--- config.mk ---
export PLATFORM = sky130hd
export DESIGN_NAME = mac_accumulator_flat
export DESIGN_NICKNAME = d
export VERILOG_FILES = /design/src/rtl/mac_if.sv /design/src/rtl/mac_accumulator.sv /design/src/flat_wrapper.sv
export SDC_FILE = /design/constraint.sdc
export NUM_CORES = 1
export LEC_CHECK = 0
export ABC_AREA = 1
export BUFFER_PORTS_ARGS = -buffer_cell sky130_fd_sc_hd__buf_4
export CAP_MARGIN = 0
export CORE_MARGIN = 4
export CORE_UTILIZATION = 45
export CTS_BUF_LIST = sky130_fd_sc_hd__clkbuf_2 sky130_fd_sc_hd__clkbuf_4 sky130_fd_sc_hd__clkbuf_8
export CTS_CLUSTER_DIAMETER = 30
export DETAILED_ROUTE_END_ITERATION = 12
export GPL_TIMING_DRIVEN = 0
export PLACE_DENSITY = 0.69
export SYNTH_ARGS = -nofsm -noshare
export SYNTH_HDL_FRONTEND = slang
export SYNTH_SLANG_ARGS = --single-unit
--- constraint.sdc ---
create_clock -name clk -period 2.5 [get_ports clk]
set_input_delay 0.25 -clock clk [delete_from_list [all_inputs] [get_ports clk]]
set_output_delay 0.25 -clock clk [all_outputs]
set_load 0.05 [all_outputs]
--- src/rtl/mac_if.sv ---
// Handshake bundle between an operand producer, the MAC accumulator and the
// consumer of its per-frame results.
interface mac_if #(
  parameter int N1    = 8,
  parameter int ACC_W = 24,
  parameter int LEN_W = 8
);
  logic             in_valid;
  logic             in_ready;
  logic [N1-1:0]    in_a;
  logic [N1-1:0]    in_b;
  logic             in_last;
  logic             out_valid;
  logic             out_ready;
  logic [ACC_W-1:0] out_acc;
  logic             out_ovf;
  logic [LEN_W-1:0] out_count;

  modport master (
    output in_valid, in_a, in_b, in_last, out_ready,
    input  in_ready, out_valid, out_acc, out_ovf, out_count
  );

  modport slave (
    input  in_valid, in_a, in_b, in_last, out_ready,
    output in_ready, out_valid, out_acc, out_ovf, out_count
  );
endinterface

--- src/rtl/mac_accumulator.sv ---
// Frame-based unsigned multiply-accumulate: one registered product stage feeding
// a saturating accumulator and pair counter, with a RUN/DRAIN/DONE frame FSM.
module mac_accumulator #(
  parameter int N1    = 8,
  parameter int ACC_W = 24,
  parameter int LEN_W = 8
) (
  input  logic clk,
  input  logic rst_n,
  mac_if.slave bus
);

  localparam logic [1:0]       RUN     = 2'd0;
  localparam logic [1:0]       DRAIN   = 2'd1;
  localparam logic [1:0]       DONE    = 2'd2;
  localparam logic [ACC_W-1:0] ACC_MAX = {ACC_W{1'b1}};
  localparam logic [LEN_W-1:0] LEN_MAX = {LEN_W{1'b1}};
  localparam logic [LEN_W-1:0] LEN_ONE = {{(LEN_W-1){1'b0}}, 1'b1};

  logic [1:0]        state_r;
  logic [1:0]        state_nxt_s;
  logic              in_ready_r;
  logic              out_valid_r;
  logic              accept_s;
  logic              consume_s;
  logic [2*N1-1:0]   prod_s;
  logic              p_valid_r;
  logic [2*N1-1:0]   p_prod_r;
  logic [ACC_W:0]    sum_s;
  logic [ACC_W-1:0]  acc_r;
  logic              ovf_r;
  logic [LEN_W-1:0]  count_r;

  assign accept_s  = bus.in_valid && in_ready_r;
  assign consume_s = out_valid_r && bus.out_ready;
  assign prod_s    = {{N1{1'b0}}, bus.in_a} * {{N1{1'b0}}, bus.in_b};
  // One extra bit catches the carry out that signals saturation.
  assign sum_s     = {1'b0, acc_r} + {{(ACC_W + 1 - 2*N1){1'b0}}, p_prod_r};

  assign bus.in_ready  = in_ready_r;
  assign bus.out_valid = out_valid_r;
  assign bus.out_acc   = acc_r;
  assign bus.out_ovf   = ovf_r;
  assign bus.out_count = count_r;

  // Frame FSM next-state decode.
  always_comb begin
    state_nxt_s = state_r;
    case (state_r)
      RUN: begin
        if (accept_s && bus.in_last) begin
          state_nxt_s = DRAIN;
        end else begin
          state_nxt_s = RUN;
        end
      end
      DRAIN: state_nxt_s = DONE;
      DONE: begin
        if (consume_s) begin
          state_nxt_s = RUN;
        end else begin
          state_nxt_s = DONE;
        end
      end
      default: state_nxt_s = RUN;
    endcase
  end

  // State register with handshake flags registered from the next state.
  always_ff @(posedge clk or negedge rst_n) begin
    if (!rst_n) begin
      state_r     <= RUN;
      in_ready_r  <= 1'b1;
      out_valid_r <= 1'b0;
    end else begin
      state_r     <= state_nxt_s;
      in_ready_r  <= (state_nxt_s == RUN);
      out_valid_r <= (state_nxt_s == DONE);
    end
  end

  // Product stage, loaded on every accepted beat.
  always_ff @(posedge clk or negedge rst_n) begin
    if (!rst_n) begin
      p_valid_r <= 1'b0;
      p_prod_r  <= '0;
    end else begin
      p_valid_r <= accept_s;
      if (accept_s) begin
        p_prod_r <= prod_s;
      end
    end
  end

  // Saturating accumulator, sticky overflow and saturating pair count.
  always_ff @(posedge clk or negedge rst_n) begin
    if (!rst_n) begin
      acc_r   <= '0;
      ovf_r   <= 1'b0;
      count_r <= '0;
    end else if (consume_s) begin
      acc_r   <= '0;
      ovf_r   <= 1'b0;
      count_r <= '0;
    end else if (p_valid_r) begin
      if (sum_s[ACC_W]) begin
        acc_r <= ACC_MAX;
        ovf_r <= 1'b1;
      end else begin
        acc_r <= sum_s[ACC_W-1:0];
      end
      if (count_r != LEN_MAX) begin
        count_r <= count_r + LEN_ONE;
      end
    end
  end

endmodule

--- src/flat_wrapper.sv ---
// flat-port wrapper written by rule: the top's interface ports become plain ports
module mac_accumulator_flat 
#(
  parameter int N1    = 8,
  parameter int ACC_W = 24,
  parameter int LEN_W = 8
)
  (clk, rst_n, bus_in_valid, bus_in_a, bus_in_b, bus_in_last, bus_out_ready, bus_in_ready, bus_out_valid, bus_out_acc, bus_out_ovf, bus_out_count);
  mac_if #(.N1(N1), .ACC_W(ACC_W), .LEN_W(LEN_W)) bus_i ();
  input  logic clk;
  input  logic rst_n;
  input wire logic [$bits(bus_i.in_valid)-1:0] bus_in_valid;
  input wire logic [$bits(bus_i.in_a)-1:0] bus_in_a;
  input wire logic [$bits(bus_i.in_b)-1:0] bus_in_b;
  input wire logic [$bits(bus_i.in_last)-1:0] bus_in_last;
  input wire logic [$bits(bus_i.out_ready)-1:0] bus_out_ready;
  output wire logic [$bits(bus_i.in_ready)-1:0] bus_in_ready;
  output wire logic [$bits(bus_i.out_valid)-1:0] bus_out_valid;
  output wire logic [$bits(bus_i.out_acc)-1:0] bus_out_acc;
  output wire logic [$bits(bus_i.out_ovf)-1:0] bus_out_ovf;
  output wire logic [$bits(bus_i.out_count)-1:0] bus_out_count;
  assign bus_i.in_valid = bus_in_valid;
  assign bus_i.in_a = bus_in_a;
  assign bus_i.in_b = bus_in_b;
  assign bus_i.in_last = bus_in_last;
  assign bus_i.out_ready = bus_out_ready;
  assign bus_in_ready = bus_i.in_ready;
  assign bus_out_valid = bus_i.out_valid;
  assign bus_out_acc = bus_i.out_acc;
  assign bus_out_ovf = bus_i.out_ovf;
  assign bus_out_count = bus_i.out_count;
  mac_accumulator #(.N1(N1), .ACC_W(ACC_W), .LEN_W(LEN_W)) u_core (.clk(clk), .rst_n(rst_n), .bus(bus_i));
endmodule
Word level (Yosys, flattened, before mapping) --
Cells that the tools add are included.
Word-level totals: output and inout bits 35, input port bits 21, register bits after elaboration 54, word-level logic and storage cells 37
Operators by class: muxes and demuxes 12, reductions and logical operators 10, $mul 1, equality and inequality tests 4, add/subtract/negate cells 2
Operator list (count):
- $mux 24 | 3
- $add 24x16->25 | 1
- $mux 8 | 3
- $mul 8x8->16 | 1
- $add 8x1->8 const B | 1
- $ne 8x8->1 const B | 1
- $pmux 2 s3 | 1
- $reduce_bool 2->1 | 3
- $eq 2x2->1 const B | 2
- $logic_not 2->1 | 2
- $mux 1 | 4
- $reduce_and 2->1 | 2
- $logic_and 1x1->1 | 3
- $eq 2x1->1 const B | 1
- $mux 2 | 1

Logic depth before layout (Yosys ltp) --
Gate-level depths: netlist of run 1.
depth after elaboration 5, mapped depth 21, gate-level depth less buffers 20

Worst setup path before layout of run 1 --
No wires, ideal clock.
path type input-to-reg, from input bus_in_b[7], to register u_core.p_prod_r[14], slack -1292 ps, cell stages on the path 18, data required time 2382 ps, data arrival time 3674 ps, path through clkbuf_1 > nand2_1 > fa_1 > fa_1 > inv_1 > fa_1 > inv_1 > fa_1 > inv_1 > ha_1 > nand2_1 > nand2_1 > nand2_1 > nand3_1 > nand2_1 > nand3_1 > nand3_1 > nand2_1
On the way: cells in the longest elaborated chain, start to end 1
RTL lines:
- from (decl) | line flat_wrapper.sv:14 | input wire logic [$bits(bus_i.in_b)-1:0] bus_in_b;
- $mul 8x8->16 | line mac_accumulator.sv:36 | assign prod_s = {{N1{1'b0}}, bus.in_a} * {{N1{1'b0}}, bus.in_b};
- to (signal assigned) | line mac_accumulator.sv:90 | p_prod_r <= prod_s;
- to (decl) | line mac_accumulator.sv:28 | logic [2*N1-1:0] p_prod_r;
No other way between the ends. A chain may end at the register's enable or synchronous reset.

Worst setup path in the final report of run 1 --
from input bus_in_a[5], to register u_core.p_prod_r[12]
On the way: cells in the longest elaborated chain, start to end 1
RTL lines:
- from (decl) | line flat_wrapper.sv:13 | input wire logic [$bits(bus_i.in_a)-1:0] bus_in_a;
- $mul 8x8->16 | line mac_accumulator.sv:36
No other way between the ends.

==> out/results.txt, run 1 <==
Status - finished, violations left
Failing checks - negative setup slack
Largest net degree at the start of global routing - 55
Num CTS Buffers - 5
DR vias - 5362
R2r setup slk - 0.19 ns
Largest family of logic cells by synthesized area - simple AND/OR/NAND/NOR gates
LEAKAGE - 4.029 nW
Cell chosen for the clock root - clkbuf_8
Vias in the first global route - 5340
Worst Clk Skew - 0.007144 ns
Slew Viols, Final - 0
Most common cell in the netlist - nand2_1
Reg2reg end - u_core.bus.out_acc[15]
CP max FO - 6
Final period util - 131.8%
Top post-synthesis cells by area - dfrtp_1 23%, nand2_1 18%, fa_1 13%, ha_1 11%, inv_1 11%
Crit path top cell by count - fa_1
Chip Width - 121.7 um
Chip height - 121.7 um
EDFF count, synth - 0
Crit-path leading delay family - adder cells
Most used DFF post-synth - dfrtp_1
#FFs+latches synth - 54
Min cycle time layout - 3.295 ns
Die area - 14800 um^2
Peak Freq - 303.5 MHz
1st-iter DRT viols - 313
Share of layout cells above drive strength 1 - 17.93%
Mux share of post-synthesis cell area - 0%
Post-synth top area share - 22.82%
Core area - 12620 um^2
Clock Latency Late Sink - 0.33 ns
First-pass GRT wire length - 24490 um
Adder-Cell Fraction of Synth Area - 24.15%
Post-synth top area cell - dfrtp_1
Row cnt - 41
Remaining design rule violation count - 0
1st-pass router iterations - 5
N_diodes - 0
Final ANT Viol Nets - 0
Post-DP HPWL - 11250 um
Worst min path class - in2reg
Final worst slack - -0.7946 ns
CP startpoint kind - primary input
Max cap viols - 0
Port Buffers - 39
H-tree levels - 2
Count of unique library cells instantiated by Yosys - 38
Synth async-reset ratio - 100.0%
Crit path DAT - 3.53 ns
Syn_area_per_cell - 6.767 um^2
Crit path capture type - flip-flop
Slew headroom - 55.12%
Critical Path RT - 2.73 ns
CP cell instances - clkbuf_16 -> nand2_4 -> inv_2 -> fa_1 -> inv_1 -> fa_1 -> inv_1 -> fa_1 -> inv_1 -> fa_1 -> inv_2 -> ha_4 -> nand2_2 -> inv_2 -> nand3_4 -> nand3_4 -> nand2_2 -> nand2_1 -> nand2_1 -> nand3_2 -> nand2_1
Setup CP Type - in2reg
Routed wire length - 14020 um
Setup TNS - -6.980 ns
Worst Path Buf+Inv - 7
Worst hold path depth - 3
CTS tree - built
Clock Path Buffers - 2
Starting density of the core - 46.06%
R2R depth - 13
Vias per std cell - 4.910
Cells after synthesis - 859
CP max stage cell - fa_1
Initial antenna violation count - 0
Ys Warns - 0
Max VDD drop - 0.0003822 V
Ports - 56
GR Util All Layers - 20.19%
Post-synthesis simple-gate area fraction - 32.69%
Hold_sp - bus_in_last
GR Overflow Total - 0
Sink Count - 54
Worst-path clk slew - 0.11 ns
Syn_nets - 970
Worst path max stage delay - 0.52 ns
Final setup viols - 11
Worst hold endpoint - u_core.state_r[0]
Hold_ws - 0.1569 ns
Synth cell count leaders - 285 x nand2_1, 173 x inv_1, 62 x nor2_1
XOR/XNOR share of the synthesized area - 1.205%
RSZ-0062 raised after global routing - true
Overall power - 7.090 mW
Worst Tran Pin Value - 0.6731 ns
Wirelength per Cell - 12.84 um
Nets - 1030
Synth Cell Area - 5813 um^2
RD Place Congestion - 0.9393
Place WS - -1.293 ns
Seq/Total Area, Yosys - 23.27%
Pwr Density - 1010 nW/um^2
Compound-Gate Fraction of Synth Area - 5.768%
Launch point of the worst reg-to-reg path - u_core.bus.out_acc[0]
Synthesis-to-finish area growth - 20.75%
Hold Fails Final Rpt - 0
-- through the flow --
| stage | utilization (%) | std cells | instance area, um^2 |
|---|---|---|---|
| 2_1_floorplan | - | 859 | 6008 |
| 3_3_place_gp | 51.64 | 1070 | 6516 |
| 3_5_place_dp | 51.64 | 1070 | 6516 |
| 4_1_cts | 54.57 | 1087 | 6887 |
| 5_1_grt | 55.62 | 1092 | 7019 |
| 6_report | 55.62 | 1092 | 7019 |
-- what timing repair did --
| item | 4_1_cts | 5_1_grt |
|---|---|---|
| setup endpoints to repair | 11 | 24 |
| setup buffers | 8 | 5 |
| gates resized for setup | 47 | 33 |
| hold endpoints to repair | 53 | 0 |
| hold buffers | 1 | 0 |
| pin swaps | 27 | 20 |
-- worst register-to-register path: cells and delay by family, from the launching register on --
family	cells	cell delay [ns]
DFF	1	0.39
and+or+nand+nor	8	0.89
buffers and inverters	3	0.35
adders and majority gates	2	0.63
-- registers in the layout, indices dropped and copies added (netlist names) --
signal,flops
u_core.bus.out_count,8
u_core.bus.out_ovf,1
u_core.bus.in_ready,1
u_core.p_prod_r,16
u_core.bus.out_valid,1
u_core.state_r,2
u_core.p_valid_r,1
u_core.bus.out_acc,24
-- layout by cell type (no fill, tap or decap), drive strengths merged, types with 3 or more instances in the layout --
cell,count
ha,53
dfrtp,53
nand3b,7
xnor2,4
o31ai,3
xor2,4
fa,37
or2,6
a31oi,5
clkinv,3
clkbuf,18
a21oi,26
nand4,10
nor2,66
inv,176
nand2,291
nand3,62
o21ai,17
nor3,7
buf,60
-- where the power goes --
group          internal (mW)  total [mW]  switching (mW)
Clock                  0.208       0.536           0.328
Sequential              1.18        1.46           0.278
Combinational           1.88        5.09            3.21
Total                   3.27        7.09            3.82
-- final cells by class --
class / instances / area [um^2]
fillers: 1257 / 5600
well taps: 172 / 215.2
clock inverters: 3 / 28.78
multi-input cells: 608 / 4014
inverters: 176 / 663.1
clock buffers: 5 / 68.82
flip-flops and latches: 54 / 1353
repair buffers: 53 / 419.2
plain buffers: 21 / 257.7
-- cell families (layout without fill, tap and decap cells) --
group                    Yosys count  in the layout
adder cells (fa/ha/maj)           90             90
buffers and inverters            197            258
flip-flops                        54             54
AND/OR/NAND/NOR                  451            451
AO/OA/AOI/OAI                     59             59
XOR/XNOR                           8              8
-- layer usage --
layer | up-vias | track usage (%) | routed length [um]
li1 | 2757 | - | -
met1 | 2477 | 26.48 | 6528
met2 | 113 | 36.03 | 6817
met3 | 15 | 1.764 | 494
met4 | 0 | 5.042 | 180
met5 | - | 0 | 0
-- how the worst max path moves through the flow --
stage	endpoint	slack, ns	from	cells after the start
after floorplan	u_core.p_prod_r[14]	-0.99	bus_in_b[2]	21
after global placement	u_core.p_prod_r[14]	-1.27	bus_in_a[6]	14
after detailed placement	u_core.p_prod_r[14]	-1.29	bus_in_a[6]	14
after CTS	u_core.p_prod_r[14]	-0.75	bus_in_a[5]	21
after global routing	u_core.p_prod_r[12]	-0.93	bus_in_a[5]	21
final	u_core.p_prod_r[12]	-0.79	bus_in_a[5]	21
Note: power is estimated with default switching activity, not from simulation.
==> run 2, diff against run 1 <==
==> constraint.sdc (replaced) <==
create_clock -name clk -period 4 [get_ports clk]
set_input_delay 0.4 -clock clk [delete_from_list [all_inputs] [get_ports clk]]
set_output_delay 0.4 -clock clk [all_outputs]
set_load 0.05 [all_outputs]
==> run 2 against run 1 <==
The run now ends clean. Clock-buffer cell count did not move. Combinational power fell by 48%. Sequential share of layout area rose by 1.7 points. Hold slack got worse by 0.061 ns. Via count fell by 3.8%. Non-clock buffer count fell by 14. Clock skew rose by 0.0010 ns. Utilization fell by 4.6 points. Global-route usage fell by 1.3 points. Critical endpoint is now u_core.p_prod_r[14].
==> out/results.txt, run 2 (same netlist as run 1, synthesis figures left out) <==
Launch point of the worst reg-to-reg path - u_core.bus.out_acc[0]
# fillers - 1334 (+6.1%)
Most frequent cells in the layout - 285 x nand2_1, 173 x inv_1, 62 x nor2_1
CP startpoint kind - primary input
Num CTS Buffers - 5 (unchanged)
Wirelength per Cell - 12.14 um (-5.5%)
Placed cell area - 6321 um^2 (-3.0%)
Pwr Density - 605.4 nW/um^2 (-40%)
Max VDD drop - 0.0002110 V (-45%)
Post-DP HPWL - 10950 um (-2.6%)
Hold Fails Final Rpt - 0 (unchanged)
R2R depth - 13 (unchanged)
Final ANT Viol Nets - 0 (unchanged)
Final period util - 93.19%
Cell area after layout - 6435 um^2 (-8.3%)
Final setup viols - 0 (-11)
Worst setup path startpoint - bus_in_a[3]
Slew Viols, Final - 0 (unchanged)
Row cnt - 41 (unchanged)
N_diodes - 0 (unchanged)
Cell chosen for the clock root - clkbuf_8
DR vias - 5156 (-3.8%)
Vias in the first global route - 4886 (-8.5%)
Min cycle time layout - 3.728 ns
Initial antenna violation count - 0 (unchanged)
Most common cell after layout, fill and taps aside - nand2_1
Die area - 14800 um^2 (unchanged)
Core area - 12620 um^2 (unchanged)
Worst Tran Pin Value - 0.6472 ns (-0.02592 ns)
LEAKAGE - 3.860 nW (-4.2%)
Worst Clk Skew - 0.008180 ns (+0.001037 ns)
CTS tree - built
Setup Buffers After CTS - 0 (-8)
Clock Latency Late Sink - 0.32 ns (about the same)
1st-iter DRT viols - 346 (+11%)
Worst-path clk slew - 0.10 ns (about the same)
CP max FO - 8 (+2)
1st-pass router iterations - 5 (unchanged)
Share of layout cells above drive strength 1 - 9.492% (-8.4 points)
Synthesis-to-finish area growth - 10.70%
GR Overflow Total - 0 (unchanged)
Critical Path RT - 4.21 ns (+1.48 ns)
Routed wire length - 13080 um (-6.7%)
Ports - 56 (unchanged)
Worst setup endpoint - u_core.p_prod_r[14]
RD Place Congestion - 0.9290 (-1.1%)
CTS resizes - 0 (-100%)
First-pass GRT wire length - 22950 um (-6.3%)
Peak Freq - 268.3 MHz
H-tree levels - 2 (unchanged)
Post-Route Utilization - 50.99% (-4.6 points)
Remaining design rule violation count - 0 (unchanged)
Max cap viols - 0 (unchanged)
Chip Width - 121.7 um (unchanged)
Sink Count - 54 (unchanged)
Hold bufs inserted after CTS - 0 (-1)
Starting density of the core - 46.06% (unchanged)
Largest net degree at the start of global routing - 55 (unchanged)
Crit path capture type - flip-flop
Crit path DAT - 3.94 ns (+0.41 ns)
Chip height - 121.7 um (unchanged)
Vias per std cell - 4.783 (-2.6%)
Slew headroom - 56.85% (+1.7 points)
Nets - 1016 (-1.4%)
Setup CP Type - in2reg
Clock Path Buffers - 2 (unchanged)
Reg2reg end - u_core.bus.out_acc[10]
Status - complete, no violations
GR Util All Layers - 18.87% (-1.3 points)
Port Buffers - 39 (unchanged)
Worst min path class - in2async
R2r setup slk - 1.67 ns (+1.48 ns)
Largest register FFs - 24 (unchanged)
RSZ-0062 raised after global routing - false
==> run 2: final cells by class <==
type | instances | area [um^2] | share of cell area [%]
Buffer | 21 | 105.1 | 1.633
Clock buffer | 5 | 68.82 | 1.069
Clock inverter | 3 | 26.28 | 0.4083
Inverter | 176 | 660.6 | 10.27
Multi-Input combinational cell | 608 | 3714 | 57.71
Sequential cell | 54 | 1353 | 21.02
Tap cell | 172 | 215.2 | 3.344
Timing Repair Buffer | 39 | 292.8 | 4.550
==> run 2: worst max-delay path, stage by stage <==
cell and delay, ns:
clkbuf_2 0.15, nand2_1 0.09, inv_1 0.05, fa_1 0.52, inv_1 0.05, fa_1 0.47, inv_1 0.05, fa_1 0.52
inv_1 0.05, fa_1 0.52, inv_1 0.04, ha_1 0.34, nand2_1 0.08, nand2_1 0.06, nand2_1 0.06, nand3_1 0.14
nand2_1 0.12, nand3_1 0.07, nand3_1 0.09, nand2_1 0.05
==> run 2: power by group <==
part           internal [mW]  switching (mW)  leakage, nW
logic                  0.896            1.76         3.11
registers              0.739           0.172        0.698
clock network          0.129           0.195       0.0491
total                   1.76            2.13         3.86
==> run 2: stage by stage <==
stage          total power, mW  TNS (ns)  worst slack (ns)  hold slack, ns  instances
5_1_grt                  4.337         0           0.01642          0.1539       1078
2_1_floorplan            2.920         0           0.05786          0.1044        859
3_5_place_dp             3.577    -1.447           -0.2449          0.4746       1070
6_report                 3.896         0            0.2724         0.09634       1078
4_1_cts                  3.918         0           0.09730          0.1209       1078
3_3_place_gp             3.550    -1.425           -0.2253          0.4693       1070
==> run 2: worst min-delay path by stage <==
stage                                         end  slack [ns]  depth (start not counted)
after floorplan             u_core.bus.out_acc[0]        0.10                          0
after global placement         u_core.bus.out_ovf        0.47                          2
after detailed placement       u_core.bus.out_ovf        0.47                          2
after CTS                      u_core.bus.out_ovf        0.12                          1
after global routing           u_core.bus.out_ovf        0.15                          1
final                     u_core.bus.out_count[4]         0.1                          1
==> run 2: layer usage <==
metal / share of wire, % / vias up / routed length (um) / track usage [%]
li1: - / 2733 / - / -
met4: 1.3 / 0 / 165 / 4.552
met3: 4.2 / 13 / 556 / 1.671
met5: 0 / - / 0 / 0
met1: 47 / 2301 / 6205 / 25.72
met2: 47 / 109 / 6156 / 32.61
